[src/rtl/operand_sequencer_if.sv]
// Handshake bundle between the switch front-end, the operand sequencer and the ALU.
// The master side drives nibbles and acknowledgements; the slave side is the sequencer.
interface operand_sequencer_if;
  logic [3:0] nib_in;
  logic       nib_valid;
  logic       clear;
  logic       out_ready;
  logic       nib_ready;
  logic [3:0] buf_in0;
  logic [3:0] buf_in1;
  logic [7:0] op_a;
  logic [7:0] op_b;
  logic       op_valid;
  logic [2:0] nib_count;
  logic       timeout;

  modport master (
    output nib_in, nib_valid, clear, out_ready,
    input  nib_ready, buf_in0, buf_in1, op_a, op_b, op_valid, nib_count, timeout
  );

  modport slave (
    input  nib_in, nib_valid, clear, out_ready,
    output nib_ready, buf_in0, buf_in1, op_a, op_b, op_valid, nib_count, timeout
  );
endinterface

[src/rtl/operand_sequencer.sv]
// Collects four switch nibbles into two byte operands and presents them to the ALU.
// A partial collection is abandoned after TIMEOUT idle cycles; clear aborts at any time.
module operand_sequencer #(
  parameter int unsigned TIMEOUT = 255
) (
  input logic              clk,
  input logic              rst,
  operand_sequencer_if.slave bus
);

  typedef enum logic [2:0] {A_LO, A_HI, B_LO, B_HI, PRESENT} state_t;

  // Counter reaching TIMEOUT on this edge means it currently holds TIMEOUT-1.
  localparam logic [7:0] IDLE_LIMIT = 8'(TIMEOUT - 1);

  state_t     state;
  logic [7:0] idle_cnt;
  logic [7:0] op_a;
  logic [7:0] op_b;
  logic [3:0] buf_in0;
  logic [3:0] buf_in1;
  logic [2:0] nib_count;
  logic       op_valid;
  logic       nib_ready;
  logic       timeout;
  logic       accept;

  assign accept = bus.nib_valid && nib_ready;

  always_ff @(posedge clk or posedge rst) begin
    if (rst) begin
      state     <= A_LO;
      idle_cnt  <= '0;
      op_a      <= '0;
      op_b      <= '0;
      buf_in0   <= '0;
      buf_in1   <= '0;
      nib_count <= '0;
      op_valid  <= 1'b0;
      nib_ready <= 1'b1;
      timeout   <= 1'b0;
    end else begin
      timeout <= 1'b0;
      if (bus.clear) begin
        state     <= A_LO;
        idle_cnt  <= '0;
        nib_count <= '0;
        op_valid  <= 1'b0;
        nib_ready <= 1'b1;
      end else begin
        case (state)
          A_LO: begin
            if (accept) begin
              op_a[3:0] <= bus.nib_in;
              buf_in0   <= bus.nib_in;
              nib_count <= 3'd1;
              idle_cnt  <= '0;
              state     <= A_HI;
            end
          end
          A_HI, B_LO, B_HI: begin
            if (accept) begin
              nib_count <= nib_count + 3'd1;
              idle_cnt  <= '0;
              case (state)
                A_HI: begin
                  op_a[7:4] <= bus.nib_in;
                  buf_in1   <= bus.nib_in;
                  state     <= B_LO;
                end
                B_LO: begin
                  op_b[3:0] <= bus.nib_in;
                  buf_in0   <= bus.nib_in;
                  state     <= B_HI;
                end
                default: begin
                  op_b[7:4] <= bus.nib_in;
                  buf_in1   <= bus.nib_in;
                  op_valid  <= 1'b1;
                  nib_ready <= 1'b0;
                  state     <= PRESENT;
                end
              endcase
            end else if (idle_cnt == IDLE_LIMIT) begin
              state     <= A_LO;
              idle_cnt  <= '0;
              nib_count <= '0;
              timeout   <= 1'b1;
            end else begin
              idle_cnt <= idle_cnt + 8'd1;
            end
          end
          PRESENT: begin
            if (bus.out_ready) begin
              state     <= A_LO;
              idle_cnt  <= '0;
              nib_count <= '0;
              op_valid  <= 1'b0;
              nib_ready <= 1'b1;
            end
          end
          default: begin
            state     <= A_LO;
            idle_cnt  <= '0;
            nib_count <= '0;
            op_valid  <= 1'b0;
            nib_ready <= 1'b1;
          end
        endcase
      end
    end
  end

  assign bus.op_a      = op_a;
  assign bus.op_b      = op_b;
  assign bus.buf_in0   = buf_in0;
  assign bus.buf_in1   = buf_in1;
  assign bus.nib_count = nib_count;
  assign bus.op_valid  = op_valid;
  assign bus.nib_ready = nib_ready;
  assign bus.timeout   = timeout;

endmodule

[src/flat_wrapper.sv]
// flat-port wrapper written by rule: the top's interface ports become plain ports
module operand_sequencer_flat 
#(
  parameter int unsigned TIMEOUT = 255
)
  (clk, rst, bus_nib_in, bus_nib_valid, bus_clear, bus_out_ready, bus_nib_ready, bus_buf_in0, bus_buf_in1, bus_op_a, bus_op_b, bus_op_valid, bus_nib_count, bus_timeout);
  operand_sequencer_if bus_i ();
  input logic clk;
  input logic rst;
  input wire logic [$bits(bus_i.nib_in)-1:0] bus_nib_in;
  input wire logic [$bits(bus_i.nib_valid)-1:0] bus_nib_valid;
  input wire logic [$bits(bus_i.clear)-1:0] bus_clear;
  input wire logic [$bits(bus_i.out_ready)-1:0] bus_out_ready;
  output wire logic [$bits(bus_i.nib_ready)-1:0] bus_nib_ready;
  output wire logic [$bits(bus_i.buf_in0)-1:0] bus_buf_in0;
  output wire logic [$bits(bus_i.buf_in1)-1:0] bus_buf_in1;
  output wire logic [$bits(bus_i.op_a)-1:0] bus_op_a;
  output wire logic [$bits(bus_i.op_b)-1:0] bus_op_b;
  output wire logic [$bits(bus_i.op_valid)-1:0] bus_op_valid;
  output wire logic [$bits(bus_i.nib_count)-1:0] bus_nib_count;
  output wire logic [$bits(bus_i.timeout)-1:0] bus_timeout;
  assign bus_i.nib_in = bus_nib_in;
  assign bus_i.nib_valid = bus_nib_valid;
  assign bus_i.clear = bus_clear;
  assign bus_i.out_ready = bus_out_ready;
  assign bus_nib_ready = bus_i.nib_ready;
  assign bus_buf_in0 = bus_i.buf_in0;
  assign bus_buf_in1 = bus_i.buf_in1;
  assign bus_op_a = bus_i.op_a;
  assign bus_op_b = bus_i.op_b;
  assign bus_op_valid = bus_i.op_valid;
  assign bus_nib_count = bus_i.nib_count;
  assign bus_timeout = bus_i.timeout;
  operand_sequencer #(.TIMEOUT(TIMEOUT)) u_core (.clk(clk), .rst(rst), .bus(bus_i));
endmodule
[config.mk]
export PLATFORM = sky130hd
export DESIGN_NAME = operand_sequencer_flat
export DESIGN_NICKNAME = d
export VERILOG_FILES = /design/src/rtl/operand_sequencer_if.sv /design/src/rtl/operand_sequencer.sv /design/src/flat_wrapper.sv
export SDC_FILE = /design/constraint.sdc
export NUM_CORES = 1
export LEC_CHECK = 0
export CAP_MARGIN = 20
export CORE_MARGIN = 8
export CORE_UTILIZATION = 40
export CTS_CLUSTER_SIZE = 25
export DETAILED_ROUTE_END_ITERATION = 10
export MAX_ROUTING_LAYER = met4
export PLACE_DENSITY = 0.63
export SETUP_SLACK_MARGIN = 0.3
export SLEW_MARGIN = 5
export SYNTH_ARGS = -nofsm -noshare
export SYNTH_HDL_FRONTEND = slang
export SYNTH_SLANG_ARGS = --single-unit
[constraint.sdc]
create_clock -name clk -period 2.3 [get_ports clk]
set_clock_uncertainty 0.2 [all_clocks]
set_input_delay 0.23 -clock clk [delete_from_list [all_inputs] [get_ports clk]]
set_output_delay 0.23 -clock clk [all_outputs]
set_load 0.02 [all_outputs]
==> results.txt, run 1 <==
* Number of cells in the finished layout apart from fillers: 250
- The flow ran to the end, and the final reports show no timing, DRC or antenna violations.
- Entering global routing, the biggest net connects 42 pins.
- VDD sags by at most 0.451 mV.
- For this run, design rule violations remaining after detail routing come to 0.
- The count of final max-slew check failures was 0.
* Sinks on the clock net: 41
- Drt initial violations: between 60 and 70
- Clock-pin slew was measured on the worst setup and hold paths at roughly 0.08 ns.
* Global-route wire length before repair: between 7000 and 8000 µm
- Antenna violations before repair: 0
- For this design the top-level I/O count stands at 39.
- Die Wd: ~84 µm
- Sequential cells account for 43.8% of the total power.
* Share of flip-flops with an asynchronous set or reset after synthesis: 100%
* Maximum Capacitance Violations: 0
- Clock tree from TritonCTS: built
- Minimum period implied by the final worst setup slack: just under 2 ns
- Main area contributors after synthesis: sky130_fd_sc_hd__dfrtp_1, sky130_fd_sc_hd__mux2_2, sky130_fd_sc_hd__mux2_4, sky130_fd_sc_hd__nand2_1, sky130_fd_sc_hd__o21ai_0
- Number of register bits inferred by synthesis: 41
- Data arrives at the worst endpoint at approximately 1.9 ns.
- The core region is roughly 0.0044 mm².
- Using the TritonRoute via totals, the vias-per-cell ratio works out to about 5.3.
- Final layout net count: 209
- Number of warnings issued by yosys: 0
- The worst setup path is launched from a flop.
- Average instance area after synthesis: 12.5 µm²
* First-pass DRT Iterations: 4
- Mapped Cells: around 150
- Cells fill 55.9% of the core in the end.
* Sw frac: between 20% and 30%
- Site Rows: 24
- Counting cells, the worst reg-to-reg path comes to 4.
- After synthesis, the netlist uses 33 different library cells.
- GR Overflow Total: 0
* Total number of vias: 1330
* Transition time at the pin with the least slew margin: 0.516 ns
- The congestion estimate from routability-driven global placement came to 0.807.
- The number of clock buffers added by TritonCTS is 5.
- The post-route netlist has 24.7% of its cells at a drive strength greater than 1.
- On the final layout, the worst hold slack is between 0.15 and 0.2 ns.
- Setup repair after global routing left no endpoint under its margin.
- Floorplan die height: 83.9 µm
* Design internal power: 1.45 mW
* Net count after synthesis: 159
- Hold Violations, Final: 0
- By startpoint and endpoint, the worst setup path is classified as flop to flop.
* Post-Syn Area: 0.00184 mm²
- Worst endpoint required time: 2.27 ns
- Worst R2R Start: u_core.state[2]$_DFFE_PP0P_
- Global-route total usage across every layer: 13.0%
- Power per standard cell area: between 800 and 900 mW/mm²
* Remaining number of nets flagged by the antenna check after routing: 0
* Part of the Yosys area used for sequential elements: between 50% and 60%
- After layout, the design draws a total of 2.01 mW.
* Sequential standard cell area: 0.00103 mm²
* Part of the total power dissipated in combinational logic: 26.4%
- Once placement completed, the tool counted placed cells totaling 241.
- Once detailed placement completed, the half-perimeter wirelength came to 3120 µm.
- Top cell type by total area after synthesis: sky130_fd_sc_hd__dfrtp_1
* Detailed-route wire length: 4200 µm
* Total area of multi-input combinational cells: 786 µm²
- The tree is rooted in a sky130_fd_sc_hd__clkbuf_8.
- In this run the static leakage power is 1.09 nW.
- The top cell type by area accounts for 54.3% of the synthesized area.
- The worst setup path is captured at a flop.
- Setup-violating endpoint count in the final report: 0
- Htree depth: 2
* Switching Power: 0.562 mW
* Area of the die: 0.00704 mm²
* Filler cells: ~380
- Dividing the final minimum period by the clock period gives 83.8%.
- In this run the worst path has a maximum fanout of 10.
* Critical path origin: u_core.state[2]$_DFFE_PP0P_
- Counting along the longest clock path gives a buffer depth of 2.
- Sum of negative setup slack: 0 ns
- Clock power frac: 29.7%
* Final antenna diode count: 0
- The most used flip-flop cell after synthesis is sky130_fd_sc_hd__dfrtp_1.
- Relative slew slack: 65.6%
- In this run, synthesis inferred 0 flip-flops with an integrated enable.
* Synth-to-Final Area Change: 32.9%
- In the final routed layout, each cell accounts on average for 16.8 µm.
- The path class of the tightest hold or removal check is input port to asynchronous set/reset pin.
* Starting density of the core: 42.0%
- Based on the critical path, the design can be clocked at up to 519 MHz.
- Count of buffers inserted at the top-level ports: 38
- Latest clock arrival within the worst-skew pair: 0.29 ns
* Number of global-route vias before repair: 1430
==> cells in the final DEF (no fill, tap or decap), drive strengths merged, types with 2 or more instances in the layout <==
master         instances
o21ai                  9
nor4                   4
xor2                   2
nand4                  3
clkbuf                 7
mux2                  24
inv                    2
buf                    9
ha                     3
nand2                 13
nor2                   7
nor3                   2
a21o                   2
a31oi                  4
nand2b                 3
and3                   2
nand3                  6
clkdlybuf4s50         38
dfrtp                 40
or2                    2
a21oi                  7
==> synthesized netlist by cell type (3+ instances only) <==
cell type	n
sky130_fd_sc_hd__dfrtp_1	40
sky130_fd_sc_hd__mux2_2	20
sky130_fd_sc_hd__nand2_1	13
sky130_fd_sc_hd__o21ai_0	9
sky130_fd_sc_hd__a21oi_1	7
sky130_fd_sc_hd__nand3_1	6
sky130_fd_sc_hd__nor2_1	6
sky130_fd_sc_hd__a31oi_1	4
sky130_fd_sc_hd__mux2_4	4
sky130_fd_sc_hd__ha_1	3
sky130_fd_sc_hd__nand2b_1	3
==> registers in the layout, summed over array words and instances, names as in the netlist <==
signal and flops:
u_core.bus.nib_ready 1, u_core.bus.buf_in1 4, u_core.idle_cnt 8, u_core.bus.op_valid 1, u_core.bus.op_b 8, u_core.state 3, u_core.bus.buf_in0 4, u_core.bus.nib_count 3
u_core.bus.timeout 1, u_core.bus.op_a 8
==> metal layers <==
layer | share of wire (%) | GRT usage, %
met5 | 0 | -
met4 | 1.0 | 3.30
met3 | 5.7 | 4.49
met2 | 49 | 21.3
met1 | 44 | 14.8
==> power by group through the flow <==
stage | Combinational [mW] | Clock, mW | Sequential [mW]
5_1_grt | 0.570 | 0.640 | 0.897
6_report | 0.532 | 0.599 | 0.882
3_3_place_gp | 0.531 | 0 | 0.894
2_1_floorplan | 0.147 | 0 | 1.01
3_5_place_dp | 0.539 | 0 | 0.896
4_1_cts | 0.541 | 0.612 | 0.885
==> path summary, 6_finish.rpt <==
| kind | to | slack (ns) |
|---|---|---|
| worst max-delay path | u_core.bus.op_a[4]$_DFFE_PP0P_ | 0.37 |
| worst min-delay path | u_core.bus.op_a[5]$_DFFE_PP0P_ | 0.17 |
| worst max register to register | u_core.bus.op_a[4]$_DFFE_PP0P_ | 0.37 |
| worst min register to register | u_core.bus.nib_count[2]$_DFFE_PP0P_ | 0.29 |
| max in group asynchronous | u_core.bus.nib_ready$_DFFE_PP1P_ | 1.36 |
| min in group clk | u_core.bus.nib_count[2]$_DFFE_PP0P_ | 0.29 |
==> per-stage QoR <==
stage	worst slack [ns]	cell area, µm²
after detailed placement	0.215	2320
after global routing	0.300	2450
after global placement	0.255	2320
final	0.372	2450
after CTS	0.338	2430
after floorplan	0.396	1840
==> final cells by class <==
class | instances | share of cell area [%]
sequential | 41 | 41.9
multi-input combinational | 100 | 32.1
timing repair buffer | 47 | 18.3
clock buffer | 7 | 3.52
tap | 52 | 2.66
clock inverter | 1 | 1.23
inverter | 2 | 0.306
==> what timing repair did <==
item                                    4_1_cts  5_1_grt
buffers inserted                              0        1
gates resized for setup                       0        3
hold buffers                                  0        0
endpoints found under the setup margin        0       13
==> cell families after synthesis <==
group                      Yosys count  synth area share (%)
buffers and inverters                6                  2.17
muxes                               24                  15.5
and+or+nand+nor                     43                  14.2
xor gates and xnor gates             2                 0.951
adders and majority gates            3                  2.04
DFF                                 41                  55.7
AOI/OAI and AO/OA                   28                  9.44
==> worst max-delay path, stage by stage (launching register included) <==
cell	delay, ns
sky130_fd_sc_hd__dfrtp_1	0.56
sky130_fd_sc_hd__nor2_4	0.21
sky130_fd_sc_hd__nand4_4	0.15
sky130_fd_sc_hd__or2_1	0.35
sky130_fd_sc_hd__mux2_4	0.33
Note: power is estimated with default switching activity, not from simulation.
==> inputs of run 2 (changes only) <==
clock period = 1.98 ns   (was 2.3 ns; I/O delays follow)
==> results.txt, run 2 (synthesis gave the netlist of run 1 again) <==
* Clock Path Buffers: 2 (unchanged)
- The area growth from synthesis to layout is 49.4%.
- Count of buffers inserted at the top-level ports: 38 (unchanged)
* Cells along the critical path: nand2_4 -> buf_6 -> o211ai_1 -> nand2_1 -> a22o_1
- Number of global-route vias before repair: 1536 (+7.4%)
- Latest clock arrival within the worst-skew pair: 0.30 ns (about the same)
* Placed cells: 245 (+1.7%)
- Reg-to-reg slack, setup: 0.25 ns (-0.12 ns)
- The level count of the clock H-tree is 2 (unchanged).
- The worst setup path is captured at a flop.
- Sinks on the clock net: 41 (unchanged)
* Pin count of the biggest net entering global routing: 42 (unchanged)
* Post-detail-place hpwl: 3090 µm (-1.1%)
- Hold buffer count at cts: 0 (unchanged)
* Total number of vias: 1438 (+8.1%)
* Starting density of the core: 42.0% (unchanged)
- Among cell families on the critical path, the largest total delay comes from flip-flops.
- The TritonCTS buffer count came to 5 (unchanged).
* Setup-violating endpoint count in the final report: 0 (unchanged)
- Leakage: 1.49 nW (+36%)
- GR Overflow Total: 0 (unchanged)
- The critical path buffer and inverter count was 1 (+1).
- The setup path with the least slack is of type flop to flop.
* Worst R2R Start: u_core.bus.nib_ready$_DFFE_PP1P_
- Final worst-path cycle share: 87.4% (+3.6 points)
* Routability congestion estimate: 0.813 (+0.76%)
* Final layout net count: 233 (+11%)
- The number of top-level design ports is 39 (unchanged).
* Average wire length per cell after detail routing: 17.1 µm (+1.7%)
* Clock tree from TritonCTS: built
* Slew Viols, Final: 0 (unchanged)
- The largest fanout of any net on the critical path came to 7 (-3).
- Relative slew slack: 66.2% (+0.61 points)
* Most frequent cells in the layout: sky130_fd_sc_hd__dfrtp_1, sky130_fd_sc_hd__buf_4, sky130_fd_sc_hd__dlymetal6s2s_1
- Commonest non-fill, non-tap cell in the layout: sky130_fd_sc_hd__dfrtp_1
- The number of core rows was 24 (unchanged).
- The transition time at the pin with the least slew margin was 0.507 ns (-0.00913 ns).
- The delay of the slowest critical-path stage was 0.58 ns (+0.02 ns).
- The horizontal extent of the die is 83.9 µm (unchanged).
- Element type at the critical path start: flop
- Maximum Capacitance Violations: 0 (unchanged)
- The total of fill cells in the finished design came to 338 (-10%).
* Final antenna diode count: 0 (unchanged)
- Clock Root Buffer: sky130_fd_sc_hd__clkbuf_8
- The run finished with clean final reports.
- The power per standard cell area is 800 mW/mm² (-2.7%).
* Worst endpoint required time: 1.97 ns (-0.30 ns)
- The die height was 83.9 µm (unchanged).
- The minimum clock period is 1.73 ns (-0.197 ns).
- The path class of the tightest hold or removal check is input port to asynchronous set/reset pin.
- Maximum ir drop on the vdd rail: 0.486 mV (+7.6%)
* Clock Pin Slew Worst Setup and Hold Paths: 0.09 ns (about the same)
* Maximum clock frequency: 578 MHz (+11%)
- Global-route wire length before repair: 7590 µm (+2.5%)
- The arrival time of the worst setup path is 1.72 ns (-0.17 ns).
- The global-route total usage across every layer came to 13.6% (+0.62 points).
* Layout cell share with drive strength beyond 1: 41.0% (+16 points)
- First-pass DRT Iterations: 4 (unchanged)
- Unrepaired setup endpoints after global routing: true
* Hold Violations, Final: 0 (unchanged)
* Sum of negative setup slack: 0 ns (unchanged)
- Library cell contributing the largest single delay on the critical path: sky130_fd_sc_hd__dfstp_2
* Util after Layout: 62.8% (+6.9 points)
- The initial antenna violation count is 0 (unchanged).
- Remaining number of nets flagged by the antenna check after routing: 0 (unchanged)
- Number of cells in the finished layout apart from fillers: 274 (+9.6%)
- The post-route DRC violation count came to 0 (unchanged).
- Drt initial violations: 60 (-3.2%)
* Worst Hold Margin: 0.130 ns (-0.0416 ns)
* Placeable core region: 0.00438 mm² (unchanged)
- Largest registers in the final layout: u_core.bus.op_a: 8 flops, u_core.bus.op_b: 8 flops, u_core.idle_cnt: 8 flops
* Via density per instance: 5.25 (-1.4%)
* Area of the die: 0.00704 mm² (unchanged)
- Detailed-route wire length: 4680 µm (+11%)
- Critical path origin: u_core.bus.nib_ready$_DFFE_PP1P_
run 2: cell types whose count changed in the layout (fill, tap and decap cells not counted), sizes merged:
cell and change:
dlygate4sd2 +13, clkbuf -1, bufinv -1, clkinvlp +1, clkdlybuf4s50 -29, dlymetal6s2s +15, buf +24, clkinv +2
run 2: metrics by stage:
stage          area, µm²  total power, mW  setup slack [ns]
2_1_floorplan       1860             1.35            0.0971
3_3_place_gp        2360             1.66            0.0457
3_5_place_dp        2360             1.68            0.0356
4_1_cts             2570             2.22             0.249
5_1_grt             2750             2.33             0.181
6_report            2750             2.20             0.249
run 2: worst reg2reg max path, cell delays in order (launching register included):
cell                       delay (ns)
sky130_fd_sc_hd__dfstp_2         0.58
sky130_fd_sc_hd__nand2_4         0.08
sky130_fd_sc_hd__buf_6           0.14
sky130_fd_sc_hd__o211ai_1        0.27
sky130_fd_sc_hd__nand2_1         0.14
sky130_fd_sc_hd__a22o_1          0.22
run 2: path summary, 6_finish.rpt:
check / cells past startpoint / endpoint
max in group asynchronous: 3 / u_core.state[2]$_DFFE_PP0P_
min: 3 / u_core.idle_cnt[1]$_DFFE_PP0P_
min reg2reg: 1 / u_core.bus.nib_count[2]$_DFFE_PP0P_
min in group clk: 1 / u_core.bus.nib_count[2]$_DFFE_PP0P_
max reg2reg: 5 / u_core.bus.nib_count[1]$_DFFE_PP0P_
max: 5 / u_core.bus.nib_count[1]$_DFFE_PP0P_
run 2: power breakdown:
part           total (mW)  switching, mW  internal [mW]
sequential           1.03         0.0765          0.953
clock               0.541          0.298          0.243
combinational       0.632          0.311          0.321
total                2.20          0.686           1.52
run 2: final cells by class:
| class | count | area [µm²] | area share (%) |
|---|---|---|---|
| clock buffers | 5 | 68.8 | 2.50 |
| clock inverters | 3 | 17.5 | 0.636 |
| inverters | 2 | 7.51 | 0.273 |
| multi-input cells | 100 | 881 | 32.0 |
| flip-flops and latches | 41 | 1030 | 37.5 |
| well taps | 52 | 65.1 | 2.36 |
| repair buffers | 71 | 682 | 24.8 |
run 2: layer usage:
| layer | wire [µm] | track usage [%] | vias to the layer above |
|---|---|---|---|
| met3 | 245 | 4.59 | 8 |
| met5 | 0 | - | - |
| met1 | 2080 | 15.6 | 713 |
| met2 | 2310 | 21.9 | 34 |
| li1 | - | - | 683 |
| met4 | 53 | 4.24 | 0 |
run 2: what timing repair did:
action | CTS | global route
cloned | 0 | 0
gates resized for setup | 34 | 38
buffers inserted | 11 | 10
pin swaps | 9 | 10
setup endpoints to repair | 46 | 41
